$ cat src/rtl/load_pkg.sv
// Shared encodings for the load unit: access-size codes and the FSM state type.
package load_pkg;

  localparam logic [1:0] SZ_BYTE  = 2'b00;
  localparam logic [1:0] SZ_HALF  = 2'b01;
  localparam logic [1:0] SZ_WORD  = 2'b10;
  localparam logic [1:0] SZ_DWORD = 2'b11;

  typedef enum logic [1:0] {
    ST_IDLE = 2'd0,
    ST_REQ  = 2'd1,
    ST_WAIT = 2'd2,
    ST_RESP = 2'd3
  } ld_state_e;

endpackage

$ cat src/rtl/load_unit_if.sv
// Issue-side request, memory-bus read and writeback-response signals of the load unit.
interface load_unit_if #(
  parameter int XLEN  = 32,
  parameter int TAG_W = 4
);
  logic             req_valid;
  logic             req_ready;
  logic [XLEN-1:0]  req_addr;
  logic [1:0]       req_size;
  logic             req_signed;
  logic [TAG_W-1:0] req_tag;

  logic             bus_req;
  logic [XLEN-1:0]  bus_addr;
  logic             bus_gnt;
  logic             bus_rvalid;
  logic [XLEN-1:0]  bus_rdata;

  logic             rsp_valid;
  logic             rsp_ready;
  logic [XLEN-1:0]  rsp_data;
  logic [TAG_W-1:0] rsp_tag;
  logic             rsp_fault;
  logic             busy;

  // Environment side: issue stage, memory bus and writeback.
  modport master (
    output req_valid, req_addr, req_size, req_signed, req_tag,
    input  req_ready,
    input  bus_req, bus_addr,
    output bus_gnt, bus_rvalid, bus_rdata,
    input  rsp_valid, rsp_data, rsp_tag, rsp_fault, busy,
    output rsp_ready
  );

  // Load unit side.
  modport slave (
    input  req_valid, req_addr, req_size, req_signed, req_tag,
    output req_ready,
    output bus_req, bus_addr,
    input  bus_gnt, bus_rvalid, bus_rdata,
    output rsp_valid, rsp_data, rsp_tag, rsp_fault, busy,
    input  rsp_ready
  );
endinterface

$ cat src/rtl/load_fifo.sv
// In-order request queue; pushes while full are dropped, push and pop may coincide.
module load_fifo #(
  parameter int WIDTH = 8,
  parameter int DEPTH = 4
) (
  input  logic             clk,
  input  logic             rst_n,
  input  logic             push,
  input  logic             pop,
  input  logic [WIDTH-1:0] wdata,
  output logic [WIDTH-1:0] rdata,
  output logic             full,
  output logic             empty
);
  localparam int AW = $clog2(DEPTH);

  logic [WIDTH-1:0] mem [DEPTH];
  logic [AW:0]      wr_ptr;
  logic [AW:0]      rd_ptr;
  logic             do_push;
  logic             do_pop;

  assign do_push = push && !full;
  assign do_pop  = pop && !empty;
  assign empty   = (wr_ptr == rd_ptr);
  // Extra pointer bit distinguishes a full ring from an empty one.
  assign full    = (wr_ptr[AW] != rd_ptr[AW]) && (wr_ptr[AW-1:0] == rd_ptr[AW-1:0]);
  assign rdata   = mem[rd_ptr[AW-1:0]];

  always_ff @(posedge clk or negedge rst_n) begin
    if (!rst_n) begin
      wr_ptr <= '0;
      rd_ptr <= '0;
    end else begin
      if (do_push) wr_ptr <= wr_ptr + 1'b1;
      if (do_pop)  rd_ptr <= rd_ptr + 1'b1;
    end
  end

  always_ff @(posedge clk) begin
    if (do_push) mem[wr_ptr[AW-1:0]] <= wdata;
  end

endmodule

$ cat src/rtl/load_unit.sv
// Load unit: queues load requests, issues one bus read at a time, returns lane-selected, extended data.
// Optional LOAD_UNIT_ALIGN_CHECK_EN: misaligned loads fault without touching the bus.
module load_unit
  import load_pkg::*;
#(
  parameter int XLEN  = 32,
  parameter int DEPTH = 4,
  parameter int TAG_W = 4
) (
  input logic       clk,
  input logic       rst_n,
  load_unit_if.slave lif
);
  localparam int OFF_W = $clog2(XLEN/8);

  typedef struct packed {
    logic [XLEN-1:0]  addr;
    logic [1:0]       size;
    logic             sgn;
    logic [TAG_W-1:0] tag;
  } ld_entry_t;

  localparam int ENT_W = $bits(ld_entry_t);

  function automatic logic [1:0] eff_size(input logic [1:0] size);
    return (XLEN == 32 && size == SZ_DWORD) ? SZ_WORD : size;
  endfunction

  function automatic logic [OFF_W-1:0] lane_off(input logic [OFF_W-1:0] off, input logic [1:0] size);
    logic [OFF_W-1:0] lo;
    lo = '0;
    case (size)
      SZ_BYTE: lo = off;
      SZ_HALF: lo = {off[OFF_W-1:1], 1'b0};
      SZ_WORD: if (XLEN == 64) lo[OFF_W-1] = off[OFF_W-1];
      default: lo = '0;
    endcase
    return lo;
  endfunction

  function automatic logic [XLEN-1:0] extend(input logic [XLEN-1:0] beat, input logic [OFF_W-1:0] off,
                                             input logic [1:0] size, input logic sgn);
    logic        [XLEN-1:0] sh;
    logic        [XLEN-1:0] z_ext;
    logic signed [XLEN-1:0] s_ext;
    sh = beat >> {lane_off(off, size), 3'b000};
    case (size)
      SZ_BYTE: begin z_ext = XLEN'(sh[7:0]);  s_ext = XLEN'($signed(sh[7:0]));  end
      SZ_HALF: begin z_ext = XLEN'(sh[15:0]); s_ext = XLEN'($signed(sh[15:0])); end
      SZ_WORD: begin z_ext = XLEN'(sh[31:0]); s_ext = XLEN'($signed(sh[31:0])); end
      default: begin z_ext = sh;              s_ext = $signed(sh);              end
    endcase
    return sgn ? $unsigned(s_ext) : z_ext;
  endfunction

`ifdef LOAD_UNIT_ALIGN_CHECK_EN
  function automatic logic misaligned(input logic [2:0] a, input logic [1:0] size);
    case (size)
      SZ_HALF:  return a[0];
      SZ_WORD:  return a[1:0] != 2'b00;
      SZ_DWORD: return a != 3'b000;
      default:  return 1'b0;
    endcase
  endfunction
`endif

  ld_state_e        state_q, state_d;
  ld_entry_t        in_ent, head_ent, src_ent, act_q;
  logic [ENT_W-1:0] head_raw;
  logic             fifo_full, fifo_empty, fifo_push, fifo_pop;
  logic             accept, load_act, src_bad;
  logic [XLEN-1:0]  rsp_data_q;

  assign in_ent   = '{addr: lif.req_addr, size: eff_size(lif.req_size), sgn: lif.req_signed, tag: lif.req_tag};
  assign head_ent = ld_entry_t'(head_raw);
  assign accept   = lif.req_valid && !fifo_full;
  // An idle unit with an empty queue takes the incoming request straight into the active slot.
  assign fifo_push = accept && !(state_q == ST_IDLE && fifo_empty);
  assign src_ent   = fifo_empty ? in_ent : head_ent;

`ifdef LOAD_UNIT_ALIGN_CHECK_EN
  assign src_bad = misaligned(src_ent.addr[2:0], src_ent.size);
`else
  assign src_bad = 1'b0;
`endif

  load_fifo #(.WIDTH(ENT_W), .DEPTH(DEPTH)) u_fifo (
    .clk   (clk),
    .rst_n (rst_n),
    .push  (fifo_push),
    .pop   (fifo_pop),
    .wdata (in_ent),
    .rdata (head_raw),
    .full  (fifo_full),
    .empty (fifo_empty)
  );

  always_ff @(posedge clk or negedge rst_n) begin
    if (!rst_n) state_q <= ST_IDLE;
    else        state_q <= state_d;
  end

  always_comb begin
    state_d  = state_q;
    fifo_pop = 1'b0;
    load_act = 1'b0;
    case (state_q)
      ST_IDLE: begin
        if (!fifo_empty) begin
          fifo_pop = 1'b1;
          load_act = 1'b1;
        end else if (accept) begin
          load_act = 1'b1;
        end
      end
      ST_REQ:  if (lif.bus_gnt)    state_d = ST_WAIT;
      ST_WAIT: if (lif.bus_rvalid) state_d = ST_RESP;
      ST_RESP: begin
        if (lif.rsp_ready) begin
          if (!fifo_empty) begin
            fifo_pop = 1'b1;
            load_act = 1'b1;
          end else begin
            state_d = ST_IDLE;
          end
        end
      end
      default: state_d = ST_IDLE;
    endcase
    if (load_act) state_d = src_bad ? ST_RESP : ST_REQ;
  end

  // Active entry and result register; the beat is extended as it is captured.
  always_ff @(posedge clk or negedge rst_n) begin
    if (!rst_n) begin
      act_q      <= '0;
      rsp_data_q <= '0;
    end else if (load_act) begin
      act_q <= src_ent;
      if (src_bad) rsp_data_q <= '0;
    end else if (state_q == ST_WAIT && lif.bus_rvalid) begin
      rsp_data_q <= extend(lif.bus_rdata, act_q.addr[OFF_W-1:0], act_q.size, act_q.sgn);
    end
  end

`ifdef LOAD_UNIT_ALIGN_CHECK_EN
  logic rsp_fault_q;
  always_ff @(posedge clk or negedge rst_n) begin
    if (!rst_n)        rsp_fault_q <= 1'b0;
    else if (load_act) rsp_fault_q <= src_bad;
  end
  assign lif.rsp_fault = rsp_fault_q;
`else
  assign lif.rsp_fault = 1'b0;
`endif

  assign lif.req_ready = !fifo_full;
  assign lif.bus_req   = (state_q == ST_REQ);
  assign lif.bus_addr  = {act_q.addr[XLEN-1:OFF_W], {OFF_W{1'b0}}};
  assign lif.rsp_valid = (state_q == ST_RESP);
  assign lif.rsp_data  = rsp_data_q;
  assign lif.rsp_tag   = act_q.tag;
  assign lif.busy      = !fifo_empty || (state_q != ST_IDLE);

endmodule
$ cat src/flat_wrapper.sv
// flat-port wrapper written by rule: the top's interface ports become plain ports
module load_unit_flat import load_pkg::*;
#(
  parameter int XLEN  = 32,
  parameter int DEPTH = 4,
  parameter int TAG_W = 4
)
  (clk, rst_n, lif_req_valid, lif_req_addr, lif_req_size, lif_req_signed, lif_req_tag, lif_req_ready, lif_bus_req, lif_bus_addr, lif_bus_gnt, lif_bus_rvalid, lif_bus_rdata, lif_rsp_valid, lif_rsp_data, lif_rsp_tag, lif_rsp_fault, lif_busy, lif_rsp_ready);
  load_unit_if #(.XLEN(XLEN), .TAG_W(TAG_W)) lif_i ();
  input logic clk;
  input logic rst_n;
  input wire logic [$bits(lif_i.req_valid)-1:0] lif_req_valid;
  input wire logic [$bits(lif_i.req_addr)-1:0] lif_req_addr;
  input wire logic [$bits(lif_i.req_size)-1:0] lif_req_size;
  input wire logic [$bits(lif_i.req_signed)-1:0] lif_req_signed;
  input wire logic [$bits(lif_i.req_tag)-1:0] lif_req_tag;
  output wire logic [$bits(lif_i.req_ready)-1:0] lif_req_ready;
  output wire logic [$bits(lif_i.bus_req)-1:0] lif_bus_req;
  output wire logic [$bits(lif_i.bus_addr)-1:0] lif_bus_addr;
  input wire logic [$bits(lif_i.bus_gnt)-1:0] lif_bus_gnt;
  input wire logic [$bits(lif_i.bus_rvalid)-1:0] lif_bus_rvalid;
  input wire logic [$bits(lif_i.bus_rdata)-1:0] lif_bus_rdata;
  output wire logic [$bits(lif_i.rsp_valid)-1:0] lif_rsp_valid;
  output wire logic [$bits(lif_i.rsp_data)-1:0] lif_rsp_data;
  output wire logic [$bits(lif_i.rsp_tag)-1:0] lif_rsp_tag;
  output wire logic [$bits(lif_i.rsp_fault)-1:0] lif_rsp_fault;
  output wire logic [$bits(lif_i.busy)-1:0] lif_busy;
  input wire logic [$bits(lif_i.rsp_ready)-1:0] lif_rsp_ready;
  assign lif_i.req_valid = lif_req_valid;
  assign lif_i.req_addr = lif_req_addr;
  assign lif_i.req_size = lif_req_size;
  assign lif_i.req_signed = lif_req_signed;
  assign lif_i.req_tag = lif_req_tag;
  assign lif_req_ready = lif_i.req_ready;
  assign lif_bus_req = lif_i.bus_req;
  assign lif_bus_addr = lif_i.bus_addr;
  assign lif_i.bus_gnt = lif_bus_gnt;
  assign lif_i.bus_rvalid = lif_bus_rvalid;
  assign lif_i.bus_rdata = lif_bus_rdata;
  assign lif_rsp_valid = lif_i.rsp_valid;
  assign lif_rsp_data = lif_i.rsp_data;
  assign lif_rsp_tag = lif_i.rsp_tag;
  assign lif_rsp_fault = lif_i.rsp_fault;
  assign lif_busy = lif_i.busy;
  assign lif_i.rsp_ready = lif_rsp_ready;
  load_unit #(.XLEN(XLEN), .DEPTH(DEPTH), .TAG_W(TAG_W)) u_core (.clk(clk), .rst_n(rst_n), .lif(lif_i));
endmodule
$ cat config.mk
export PLATFORM = sky130hd
export DESIGN_NAME = load_unit_flat
export DESIGN_NICKNAME = d
export VERILOG_FILES = /design/src/rtl/load_pkg.sv /design/src/rtl/load_unit_if.sv /design/src/rtl/load_fifo.sv /design/src/rtl/load_unit.sv /design/src/flat_wrapper.sv
export SDC_FILE = /design/constraint.sdc
export NUM_CORES = 1
export LEC_CHECK = 0
export BUFFER_PORTS_ARGS = -buffer_cell sky130_fd_sc_hd__buf_2
export CAP_MARGIN = 40
export CELL_PAD_IN_SITES_DETAIL_PLACEMENT = 1
export CELL_PAD_IN_SITES_GLOBAL_PLACEMENT = 1
export CORE_UTILIZATION = 47
export DETAILED_ROUTE_END_ITERATION = 10
export PLACE_DENSITY_LB_ADDON = 0.1
export SYNTH_ARGS = -nofsm -noshare
export SYNTH_HDL_FRONTEND = slang
export SYNTH_SLANG_ARGS = --single-unit
$ cat constraint.sdc
create_clock -name clk -period 3.9 [get_ports clk]
set_input_delay 0.585 -clock clk [delete_from_list [all_inputs] [get_ports clk]]
set_output_delay 0.585 -clock clk [all_outputs]
set_load 0.01 [all_outputs]
# ---- Word-level counts from Yosys, hierarchy flattened
# Memories as Yosys holds them, arrays and structs flattened.
# Cells that the tools add are included.
dict set report totals {
  ff_bits 79
  elab_cells 64
  n_memories 1
  ram_bits 156
  input_bits 77
  out_inout_bits 73
}
# name depth width read_ports rd_clocked_by_memory_dff write_ports line_no
set mem_list {}
lappend mem_list {u_core.u_fifo.mem 4 39 1 0 1 load_fifo.sv:17} ;# logic [WIDTH-1:0] mem [DEPTH];
dict set report op_classes {
  n_bitwise 1
  shifts 1
  eq_ne 12
  reduce_logical 17
  addsub 2
  muxes 22
}
# operator count
set ops {}
lappend ops {{case mux 32 bit (2 select lines)} 2}
lappend ops {{two-way mux 39 bit} 1}
lappend ops {{two-way mux 32 bit} 1}
lappend ops {{right shift 32 x 5 -> 32 bit} 1}
lappend ops {{two-way mux 2 bit} 8}
lappend ops {{!= test 3 x 1 -> 1 bit (second input constant)} 3}
lappend ops {{logical AND 1 bit} 7}
lappend ops {{adder 3 x 1 -> 3 bit (second input constant)} 2}
lappend ops {{== test 2 bit (second input constant)} 3}
lappend ops {{two-way mux 1 bit} 6}
lappend ops {{case mux 2 bit (3 select lines)} 1}
lappend ops {{AND reduction 5 bit} 1}
lappend ops {{== test 2 x 1 -> 1 bit (second input constant)} 2}
lappend ops {{zero test 2 bit} 2}
lappend ops {{case mux 1 bit (2 select lines)} 2}
lappend ops {{case mux 2 bit (2 select lines)} 1}
lappend ops {{nonzero test 4 bit} 1}
lappend ops {{== test 3 bit} 1}
lappend ops {{zero test 1 bit} 3}
lappend ops {{!= test 3 x 2 -> 1 bit (second input constant)} 1}
lappend ops {{== test 2 bit} 1}
lappend ops {{AND reduction 2 bit} 1}
lappend ops {{nonzero test 2 bit} 1}
lappend ops {{logical OR 1 bit} 1}
lappend ops {{2 further kinds} 2}

# ---- Logic depth before layout (Yosys ltp)
# Gate-level depths: netlist of run 1.
dict set report depth {
  ltp_word 11
  depth_mapped 9
}

# ---- Cells and area by module
# Synthesis of run 1 repeated with hierarchy kept, for this count alone.
dict set report unflattened {
  hier_cells 665
  hier_area_um2 10124.7
}
# mod area_per_inst_um2 cells_per_inst n_inst
set by_module_without_submodules {}
lappend by_module_without_submodules {load_fifo 6139.6 256 1}
lappend by_module_without_submodules {load_unit 3985.1 409 1}

# ---- Worst setup path before layout of run 1
# No wires, ideal clock.
dict set report synth_timing {
  path_type {reg-to-reg}
  from {register u_core.u_fifo.rd_ptr[1]}
  to {memory u_core.u_fifo.mem[3][0] (netlist bit) (enable)}
  setup_time_ns 0.438
  required_ns 3.462
  arrival_time_ns 2.764
  period_less_slack_ns 3.202
  n_path_buf 1
  slack_ns 0.698
  path_stages_with_launch 5
  path_cell_list {dfrtp_1 buf_2 xor2_1 o31ai_1 nor2_1}
}
dict set report synth_between {
  elab_chain_cells 8
  word_cells_on_any_way 11
  classes_between {2 x eq/ne; 2 x mux; 7 x reduce/logical}
}
# element line_no
set synth_lines {}
lappend synth_lines {{start, declared} load_fifo.sv:19} ;# logic [AW:0] rd_ptr;
lappend synth_lines {{start signal, assigned} load_fifo.sv:36} ;# if (do_pop) rd_ptr <= rd_ptr + 1'b1;
lappend synth_lines {{== test 2 bit} load_fifo.sv:27} ;# assign full = (wr_ptr[AW] != rd_ptr[AW]) && (wr_ptr[AW-1:0] == rd_ptr[AW-1:0]);
lappend synth_lines {{logical AND 1 bit} load_fifo.sv:27}
lappend synth_lines {{zero test 1 bit} {load_fifo.sv:23, load_unit.sv:76}}
lappend synth_lines {{logical AND 1 bit} load_unit.sv:76} ;# assign accept = lif.req_valid && !fifo_full;
lappend synth_lines {{logical AND 1 bit} load_unit.sv:78} ;# assign fifo_push = accept && !(state_q == ST_IDLE && fifo_empty);
lappend synth_lines {{logical AND 1 bit (*)} load_fifo.sv:23} ;# assign do_push = push && !full;
lappend synth_lines {{two-way mux 1 bit (*)} load_fifo.sv:41} ;# if (do_push) mem[wr_ptr[AW-1:0]] <= wdata;
lappend synth_lines {{two-way mux 1 bit (not written as such) (*)} load_fifo.sv:41}
lappend synth_lines {{end, declared} load_fifo.sv:17}
# Every way passes the cells marked *; elsewhere a longest branch is shown, timed or not.

# ---- Final worst setup path of run 1
dict set report layout_timing {
  from {register u_core.act_q[8] (netlist bit)}
  to {register u_core.rsp_data_q[16] (netlist: u_core.lif.rsp_data[16])}
}
dict set report layout_between {
  elab_chain_cells 6
  word_cells_on_any_way 7
  classes_between {1 x shift; 6 x mux}
}
# element line_no
set layout_lines {}
lappend layout_lines {{start, declared} load_unit.sv:68} ;# ld_entry_t in_ent, head_ent, src_ent, act_q;
lappend layout_lines {{start signal, assigned} load_unit.sv:139} ;# act_q <= src_ent;
lappend layout_lines {{case mux 2 bit (2 select lines) (*)} load_unit.sv:32} ;# case (size)
lappend layout_lines {{two-way mux 2 bit (*)} load_unit.sv:141} ;# end else if (state_q == ST_WAIT && lif.bus_rvalid) begin
lappend layout_lines {{two-way mux 2 bit (*)} load_unit.sv:138} ;# end else if (load_act) begin
lappend layout_lines {{right shift 32 x 5 -> 32 bit (*)} load_unit.sv:46} ;# sh = beat >> {lane_off(off, size), 3'b000};
lappend layout_lines {{case mux 32 bit (2 select lines)} load_unit.sv:47} ;# case (size)
lappend layout_lines {{two-way mux 32 bit (*)} load_unit.sv:53} ;# return sgn ? $unsigned(s_ext) : z_ext;
lappend layout_lines {{end signal, assigned} load_unit.sv:142} ;# rsp_data_q <= extend(lif.bus_rdata, act_q.addr[OFF_W-1:0], act_q.size, act_q.sgn);
lappend layout_lines {{end, declared} load_unit.sv:72} ;# logic [XLEN-1:0] rsp_data_q;
# Every way passes the cells marked *; elsewhere a longest branch is shown, timed or not. The select of a mux whose other input is x is not followed.
# A chain may end at the register's enable or synchronous reset.

==> key figures, run 1 <==
Synth
  – Synth unique cells: 42
  – Commonest cells in the netlist: 156 x edfxtp_1, 79 x dfrtp_1, 61 x nand2_1
  – Post-synth ARST share: approximately a third
  – Post-Synth XOR/XNOR Area: less than 1%
  – Syn. warnings: 0
  – Post-synthesis cell count: 676
  – Largest family of logic cells by synthesized area: multiplexers
  – Synthesized flop and latch total: 235
  – Yosys top cell area share: 46.1%
  – Post-synth EDFFs: roughly 160
  – Most common cell in the synthesized netlist: edfxtp_1
  – Netlist Area Pre-Place: ~10000 um^2
  – Adder-cell share of the synthesized area: 1.23%
  – Post-synthesis mux area share: 15.0%
  – Avg Cell Area, Syn: between 15 and 20 um^2
  – Most used DFF post-synth: edfxtp_1
  – Post-synth top area cell: edfxtp_1
  – Register area share after synthesis: approximately 66%
  – Synth Area in Simple Gates: under 10%
  – Synth Area in Compound Gates: 6.19%
  – Main area contributors after synthesis: edfxtp_1 46%, dfrtp_1 19%, mux4_2 10%, mux2i_1 3.8%, buf_4 3.0%

Global route
  – Global-route wire length before repair: about 35000 um
  – Largest net degree at the start of global routing: between 50 and 60
  – Antenna violations before repair: 1
  – Grt ovf: 0
  – Vias in the first global route: 6311
  – GRT Util Overall: between 20% and 30%

Min path
  – Hold EP: u_core.u_fifo.mem[2][26]
  – Hold path start: lif_req_addr[19]
  – Hold Path Cell Cnt: 1
  – Min-delay worst type: in -> reg

Pwr
  – Power Density: between 800 and 900 nW/um^2
  – Pleak: about 4.8 nW
  – Worst VDD drop: ~530 uV

Worst setup path
  – CP Class: reg -> reg
  – Reg2Reg Depth: 5
  – R2r startpoint: u_core.act_q[8]
  – FF-to-FF End: u_core.lif.rsp_data[16]
  – WP data arrival: 3.05 ns
  – R2R Setup Slk: approximately 1.2 ns
  – Worst setup SP type: register
  – Worst EP required: 4.27 ns
  – CP max FO: 27
  – CP Capture Type: register

Route
  – Via count: between 5000 and 6000
  – Initial drt markers: roughly 200
  – Remaining DRCs: 0
  – DRT Wirelength: roughly 23000 um
  – Wire length per cell: 20.9 um
  – Antenna-violating nets left: 0
  – Initial DRT Pass Iterations: 4
  – Avg Vias per Cell: around 5.5

CTS
  – Clock Latency Late Sink: ~0.52 ns
  – Post-CTS Resized: 0
  – CTS H-tree depth: 1
  – Clk buf depth: 3
  – CTS Sinks: 235
  – CTS tree: yes
  – Inserted Clock Buffers: 25
  – CTS clk-pin slew, worst paths: about 0.06 ns
  – CTS Root Cell: clkbuf_16

Timing
  – Setup TNS: 0 ns
  – Slew HR: a little over two fifths
  – Setup Skew: 0.0114 ns
  – RSZ-0062 raised after global routing: false
  – Max-slew violation count: 0
  – Setup ws final: between 1 and 1.5 ns
  – Fmax: between 0.3 and 0.4 GHz
  – Final period utilization: slightly below 70%
  – Final Critical Period: between 2 and 3 ns
  – Final Hold Viols: 0
  – Least-Margin Pin Slew: between 0.8 and 0.9 ns
  – Final setup viols: 0

Floorplan
  – Die Area: between 20000 and 25000 um^2
  – Core area: ~21000 um^2
  – Initial Util: 48.2%
  – IO Count: 150
  – Die Y: approximately 150 um
  – FP Rows: 53
  – Die width: 149 um

Place
  – HPWL Detailed: roughly 15000 um
  – Pre-CTS WS: around 1.2 ns
  – Gp weighted congestion: between 0.7 and 0.8
  – PortBufs: 146

Run status
  – Outcome: complete, no violations

Run
  – Max-cap violation count: 0

Layout
  – Core Util, Final: 56.3%
  – Share of layout cells above drive strength 1: between 30% and 40%
  – P&R area growth vs syn: 16.9%
  – Post-layout nets: between 800 and 900
  – Layout fillers: between 2000 and 2500
[area by class of cell]
class,count,area (um^2),share of cell area [%]
sequential,235,6670,56.1
multi-input combinational,346,2990,25.2
timing repair buffer,162,933,7.86
clock buffer,33,676,5.69
tap,275,344,2.90
clock inverter,13,199,1.67
inverter,18,67.6,0.569
antenna,1,2.50,0.0211
[layout by cell type, fill, tap and decap left out, drive strengths merged, types with 3 or more instances in the layout]
| cell | instances |
|---|---|
| clkinv | 5 |
| ha | 10 |
| dfrtp | 79 |
| a31oi | 32 |
| inv | 19 |
| a21boi | 10 |
| nor4bb | 8 |
| bufinv | 5 |
| o22ai | 8 |
| mux2i | 39 |
| buf | 161 |
| conb | 3 |
| o21ai | 42 |
| nor2b | 5 |
| xor2 | 5 |
| clkbuf | 33 |
| mux2 | 9 |
| nor2 | 43 |
| nand2 | 61 |
| nor3 | 4 |
| edfxtp | 156 |
| mux4 | 46 |
[logic make-up after synthesis]
logic type	Yosys count
and+or+nand+nor	130
AOI/OAI and AO/OA	102
adders and majority gates	10
DFF	235
muxes	94
xor gates and xnor gates	7
other	1
buffers and inverters	97
[per-stage QoR]
| step | std cells | hold slack [ns] | cell area, um^2 | total power [mW] |
|---|---|---|---|---|
| 2_1_floorplan | 678 | 0.289 | 10200 | 6.76 |
| 3_3_place_gp | 1031 | 0.460 | 10900 | 7.61 |
| 3_5_place_dp | 1035 | 0.471 | 11000 | 7.88 |
| 4_1_cts | 1082 | 0.267 | 11900 | 10.4 |
| 5_1_grt | 1082 | 0.277 | 11900 | 10.9 |
| 6_report | 1083 | 0.289 | 11900 | 10.3 |
[routing by layer]
layer / GRT usage (%) / vias up / wire length [um]
met5: 0 / - / 0
met4: 4.80 / 0 / 393
met3: 3.36 / 38 / 1100
met2: 36.7 / 140 / 11700
met1: 26.8 / 3021 / 9400
li1: - / 2725 / -
[state kept, by name (all words and copies together), names as in the netlist]
signal	cells
u_core.lif.rsp_tag	4
u_core.u_fifo.mem	156
u_core.lif.bus_addr	30
u_core.state_q	2
u_core.u_fifo.rd_ptr	3
u_core.act_q	5
u_core.lif.rsp_data	32
u_core.u_fifo.wr_ptr	3
[worst max path at each step]
stage	from	end	slack (ns)	cells past startpoint
floorplan	u_core.u_fifo.rd_ptr[1]	u_core.u_fifo.mem[3][0]	0.70	4
global placement	u_core.act_q[6]	u_core.lif.rsp_data[16]	1.24	5
detailed placement	u_core.act_q[8]	u_core.lif.rsp_data[21]	1.23	5
CTS	u_core.act_q[8]	u_core.lif.rsp_data[16]	1.20	5
global route	u_core.act_q[8]	u_core.lif.rsp_data[16]	1.02	5
finish	u_core.act_q[8]	u_core.lif.rsp_data[16]	1.21	5
[timing repair]
action	4_1_cts	5_1_grt
hold buffers	1	0
buffers inserted	0	0
hold endpoints to repair	17	0
[worst max-delay path, stage by stage (launching register included)]
cell	delay [ns]
dfrtp_1	0.83
nand2b_1	0.43
a211o_1	0.40
nand4_2	0.24
a21boi_4	0.47
a31oi_1	0.16
[report_power, final]
group	leakage (nW)	switching [mW]	internal, mW	total, mW
Sequential	2.38	0.419	3.52	3.94
Clock	0.425	0.959	1.55	2.51
Combinational	2.03	2.16	1.68	3.84
No activity file was read; power rests on OpenSTA's default activity.
==> run 2: changes to the inputs <==
clock period = 2.7 ns   (was 3.9 ns; I/O delays follow)
==> key figures, run 2 (synthesis results as in run 1) <==
Worst setup path
  – R2R Setup Slk: 0.43 ns (-0.78 ns)
  – CP Class: reg -> out
  – CP Capture Type: primary output
  – CP max FO: 6 (-78%)
  – WP data arrival: 2.02 ns (-1.03 ns)
  – Worst EP required: 2.30 ns (-1.97 ns)
  – Worst setup SP type: register

Floorplan
  – Die Y: 149 um (unchanged)
  – IO Count: 150 (unchanged)
  – Core area: 21100 um^2 (unchanged)
  – Die Area: 22200 um^2 (unchanged)
  – Die width: 149 um (unchanged)
  – Initial Util: 48.2% (unchanged)
  – FP Rows: 53 (unchanged)

Route
  – DRT Wirelength: 23000 um (+1.9%)
  – Wire length per cell: 21.0 um (+0.74%)
  – Remaining DRCs: 0 (unchanged)
  – Avg Vias per Cell: 5.50 (+0.57%)
  – Initial drt markers: 237 (+18%)
  – Initial DRT Pass Iterations: 4 (unchanged)
  – Antenna-violating nets left: 0 (unchanged)
  – Via count: 6024 (+1.7%)

Layout
  – P&R area growth vs syn: 17.0% (about the same)
  – Layout fillers: 2082 (+2.3%)
  – Share of layout cells above drive strength 1: 33.2% (+0.13 points)
  – Most common cell after layout, fill and taps aside: edfxtp_1
  – Design area: 11900 um^2 (about the same)
  – Most frequent cells in the layout: 156 x edfxtp_1, 145 x buf_2, 77 x dfrtp_1, 61 x nand2_1, 46 x mux4_2
  – Post-layout nets: 886 (+1.3%)
  – Flip-flop count of the largest register after layout: 156 (unchanged)
  – Fin cells: 1095 (+1.1%)

CTS
  – Clock Latency Late Sink: 0.53 ns (about the same)
  – CTS clk-pin slew, worst paths: 0.06 ns (about the same)
  – CTS tree: yes
  – Inserted Clock Buffers: 26 (+4.0%)
  – CTS Sinks: 235 (unchanged)
  – CTS Hold Bufs: 1 (unchanged)
  – Post-CTS Resized: 0 (unchanged)
  – Post-CTS setup buffers: 0 (unchanged)
  – CTS Root Cell: clkbuf_16
  – Clk buf depth: 3 (unchanged)
  – CTS H-tree depth: 1 (unchanged)

Global route
  – Global-route wire length before repair: 35700 um (+1.3%)
  – GRT Util Overall: 21.4% (+0.67 points)
  – Vias in the first global route: 6326 (+0.24%)
  – Antenna violations before repair: 1 (unchanged)
  – Largest net degree at the start of global routing: 58 (unchanged)
  – Grt ovf: 0 (unchanged)

Timing
  – Setup TNS: 0 ns (unchanged)
  – RSZ-0062 raised after global routing: false
  – Final Critical Period: 2.43 ns
  – Least-Margin Pin Slew: 0.683 ns (-0.187 ns)
  – Slew HR: 54.5% (+13 points)
  – Final Hold Viols: 0 (unchanged)
  – Final period utilization: about nine tenths
  – Fmax: ~0.41 GHz
  – Setup ws final: 0.273 ns (-0.940 ns)
  – Final setup viols: 0 (unchanged)
  – Max-slew violation count: 0 (unchanged)
  – Setup Skew: 0.00790 ns (-0.00354 ns)

Place
  – PortBufs: 146 (unchanged)
  – Pre-CTS WS: 0.459 ns (-0.767 ns)
  – Placed Instance Area: 11100 um^2 (+0.55%)
  – Placed cells: 1045 (+0.97%)
  – HPWL Detailed: 14900 um (+2.0%)
  – Gp weighted congestion: 0.816 (+2.6%)

Run status
  – Outcome: complete, no violations

Min path
  – Min-delay worst type: in -> reg

Pwr
  – Worst VDD drop: 699 uV (+32%)
  – Power Density: 1240 nW/um^2 (+43%)
  – Pleak: 4.86 nW (+0.38%)

Run
  – Max-cap violation count: 0 (unchanged)
run 2: power by group:
group / leakage [nW] / total (mW) / switching [mW] / internal, mW
clock network: 0.405 / 3.42 / 1.38 / 2.04
registers: 2.38 / 5.60 / 0.507 / 5.09
logic: 2.07 / 5.69 / 3.25 / 2.45
run 2: through the flow:
stage | hold slack, ns | utilization [%] | power, mW
final | 0.111 | 56.4 | 14.7
after global routing | 0.0987 | 56.4 | 15.6
after CTS | 0.0942 | 56.4 | 14.9
after detailed placement | 0.465 | 52.4 | 11.5
after global placement | 0.457 | 52.3 | 11.1
after floorplan | 0.109 | - | 9.77
run 2: area by class of cell:
type	instances	area [um^2]	area share [%]
inverters	18	67.6	0.568
clock inverters	11	100	0.842
diodes	1	2.50	0.0210
clock buffers	37	723	6.08
multi-input cells	346	2990	25.2
flip-flops and latches	235	6670	56.1
well taps	275	344	2.89
repair buffers	172	993	8.35
run 2: worst paths after layout:
path	from	to	cells past startpoint
worst max-delay path	u_core.u_fifo.rd_ptr[0]	lif_busy	5
worst min-delay path	lif_req_addr[14]	u_core.u_fifo.mem[2][21]	1
worst max register to register	u_core.u_fifo.rd_ptr[0]	u_core.lif.rsp_data[4]	5
worst min register to register	u_core.lif.bus_addr[2]	u_core.lif.bus_addr[2]	2
max in group asynchronous	rst_n	u_core.act_q[8]	3
min in group asynchronous	rst_n	u_core.lif.bus_addr[11]	2
run 2: layer usage:
metal	vias up	share of wire (%)	track usage (%)
li1	2753	-	-
met2	157	50	36.8
met5	-	0	0
met4	0	1.8	5.92
met1	3079	43	28.0
met3	35	5.1	3.94
run 2: critical path, cell delays in order, from the launching register on:
cell	delay, ns
dfrtp_4	0.48
xor2_1	0.23
nor3_1	0.39
buf_4	0.19
nand2_1	0.06
buf_2	0.14
==> run 3: changes to the inputs <==
SETUP_SLACK_MARGIN = 0.4   (was not set)
==> key figures, run 3 (synthesis results as in run 1) <==
Layout
  – Most frequent cells in the layout: 156 x edfxtp_1, 145 x buf_2, 77 x dfrtp_1, 61 x nand2_1, 46 x mux4_2
  – Flip-flop count of the largest register after layout: 156 (unchanged)
  – Most common cell after layout, fill and taps aside: edfxtp_1
  – Post-layout nets: 884 (-0.23%)
  – Fin cells: 1092 (-0.27%)
  – Share of layout cells above drive strength 1: 34.3% (+1.1 points)
  – Design area: 12000 um^2 (+0.66%)
  – P&R area growth vs syn: 17.8%

Place
  – Placed cells: 1042 (-0.29%)
  – Placed Instance Area: 11100 um^2 (about the same)
  – PortBufs: 146 (unchanged)
  – Pre-CTS WS: 0.454 ns (-0.00535 ns)
  – HPWL Detailed: 14500 um (-2.7%)
  – Gp weighted congestion: 0.788 (-3.5%)

Timing
  – Setup TNS: 0 ns (unchanged)
  – Final period utilization: 83.4% (-6.5 points)
  – Final Hold Viols: 0 (unchanged)
  – Fmax: 0.444 GHz (+7.8%)
  – Final Critical Period: 2.25 ns (-0.176 ns)
  – Slew HR: 54.9% (+0.46 points)
  – Final setup viols: 0 (unchanged)
  – Setup Skew: 0.0196 ns (+0.0117 ns)
  – Setup ws final: 0.449 ns (+0.176 ns)
  – RSZ-0062 raised after global routing: true
  – Least-Margin Pin Slew: 0.676 ns (-0.00692 ns)
  – Max-slew violation count: 0 (unchanged)

Floorplan
  – Die Area: 22200 um^2 (unchanged)
  – Die width: 149 um (unchanged)
  – IO Count: 150 (unchanged)
  – FP Rows: 53 (unchanged)
  – Core area: 21100 um^2 (unchanged)
  – Initial Util: 48.2% (unchanged)
  – Die Y: 149 um (unchanged)

CTS
  – Inserted Clock Buffers: 25 (-3.8%)
  – Clk buf depth: 3 (unchanged)
  – CTS tree: yes
  – CTS clk-pin slew, worst paths: 0.06 ns (about the same)
  – Clock Latency Late Sink: 0.53 ns (about the same)
  – CTS Root Cell: clkbuf_16
  – CTS H-tree depth: 1 (unchanged)
  – CTS Sinks: 235 (unchanged)

Route
  – Via count: 6079 (+0.91%)
  – DRT Wirelength: 24000 um (+4.3%)
  – Initial drt markers: 327 (+38%)
  – Initial DRT Pass Iterations: 4 (unchanged)
  – Wire length per cell: 22.0 um (+4.6%)
  – Antenna-violating nets left: 0 (unchanged)
  – Avg Vias per Cell: 5.57 (+1.2%)
  – Remaining DRCs: 0 (unchanged)

Pwr
  – NetSw: 5.26 mW (+2.5%)
  – Power Density: 1250 nW/um^2 (+0.92%)
  – Worst VDD drop: 582 uV (-17%)
  – Clock network power share: 23.2% (about the same)
  – Pleak: 4.88 nW (+0.60%)
  – Logic pwr share: 39.0% (+0.3 points)
  – Switching Fraction: 35.2% (+0.32 points)
  – Sequential Power Share: 37.8% (-0.2 points)
  – Pint: 9.69 mW (+1.1%)

Global route
  – Global-route wire length before repair: 37500 um (+5.0%)
  – Vias in the first global route: 6561 (+3.7%)
  – GRT Util Overall: 22.3% (+0.81 points)
  – Antenna violations before repair: 2 (+1)
  – Grt ovf: 0 (unchanged)
  – Largest net degree at the start of global routing: 58 (unchanged)

Worst setup path
  – Max incr delay on CP: 0.49 ns (about the same)
  – Worst setup SP type: register
  – CP max FO: 29 (+23)
  – WP data arrival: 2.66 ns (+0.64 ns)
  – CP Buf/Inv Count: 1 (-1)
  – CP Capture Type: register
  – Slowest CP cell: dfrtp_4
  – Worst-path cell chain: xor2_2, o311a_1, nor3_4, buf_12, mux2_2
  – Worst EP required: 3.11 ns (+0.81 ns)
  – CP Class: reg -> reg
  – Kind of cell adding the most delay to the critical path: flip-flops

Run status
  – Outcome: complete, no violations

Min path
  – Min-delay worst type: in -> reg

Run
  – Max-cap violation count: 0 (unchanged)
[run 3: final cells by class]
| cell class | instances | area, um^2 |
|---|---|---|
| tap | 275 | 344 |
| clock buffer | 33 | 686 |
| inverter | 18 | 67.6 |
| fill | 2051 | 9120 |
| timing repair buffer | 171 | 1040 |
| antenna | 1 | 2.50 |
| sequential | 235 | 6670 |
| multi-input combinational | 346 | 3020 |
| clock inverter | 13 | 145 |
[run 3: final timing paths]
path,startpoint,to,slack (ns),depth (start not counted)
worst max-delay path,u_core.u_fifo.rd_ptr[0],u_core.lif.rsp_data[3],0.45,5
worst min-delay path,lif_req_addr[28],u_core.u_fifo.mem[2][35],0.10,1
max in group asynchronous,rst_n,u_core.lif.rsp_data[11],1.60,3
worst max register to register,u_core.u_fifo.rd_ptr[0],u_core.lif.rsp_data[3],0.45,5
worst min register to register,u_core.lif.bus_addr[7],u_core.lif.bus_addr[7],0.48,2
min in group asynchronous,rst_n,u_core.u_fifo.rd_ptr[0],0.45,2
[run 3: repair_timing]
action / 4_1_cts / 5_1_grt
buffers inserted: 0 / 1
hold buffers: 1 / 0
pin swaps: 1 / 1
cloned: 0 / 1
resized for setup: 1 / 3
endpoints found under the setup margin: 1 / 54
endpoints found under the hold margin: 33 / 0
[run 3: power by group through the flow]
stage | clock network (mW) | registers (mW) | logic, mW
2_1_floorplan | 0 | 5.62 | 4.16
3_3_place_gp | 0 | 5.62 | 5.54
3_5_place_dp | 0 | 5.70 | 5.80
4_1_cts | 3.55 | 5.65 | 5.87
5_1_grt | 3.68 | 5.77 | 6.42
6_report | 3.47 | 5.65 | 5.83
[run 3: routing by layer]
layer | GRT usage, % | vias up | wire length [um]
li1 | - | 2736 | -
met1 | 30.4 | 3146 | 10500
met2 | 37.0 | 161 | 11900
met3 | 3.55 | 36 | 1190
met4 | 6.43 | 0 | 460
met5 | 0 | - | 0
[run 3: metrics by stage]
step	hold WS [ns]	util (%)	power [mW]
CTS	0.0859	56.4	15.1
global placement	0.432	52.3	11.2
floorplan	0.109	-	9.78
detailed placement	0.442	52.4	11.5
global route	0.0965	56.8	15.9
finish	0.104	56.8	14.9
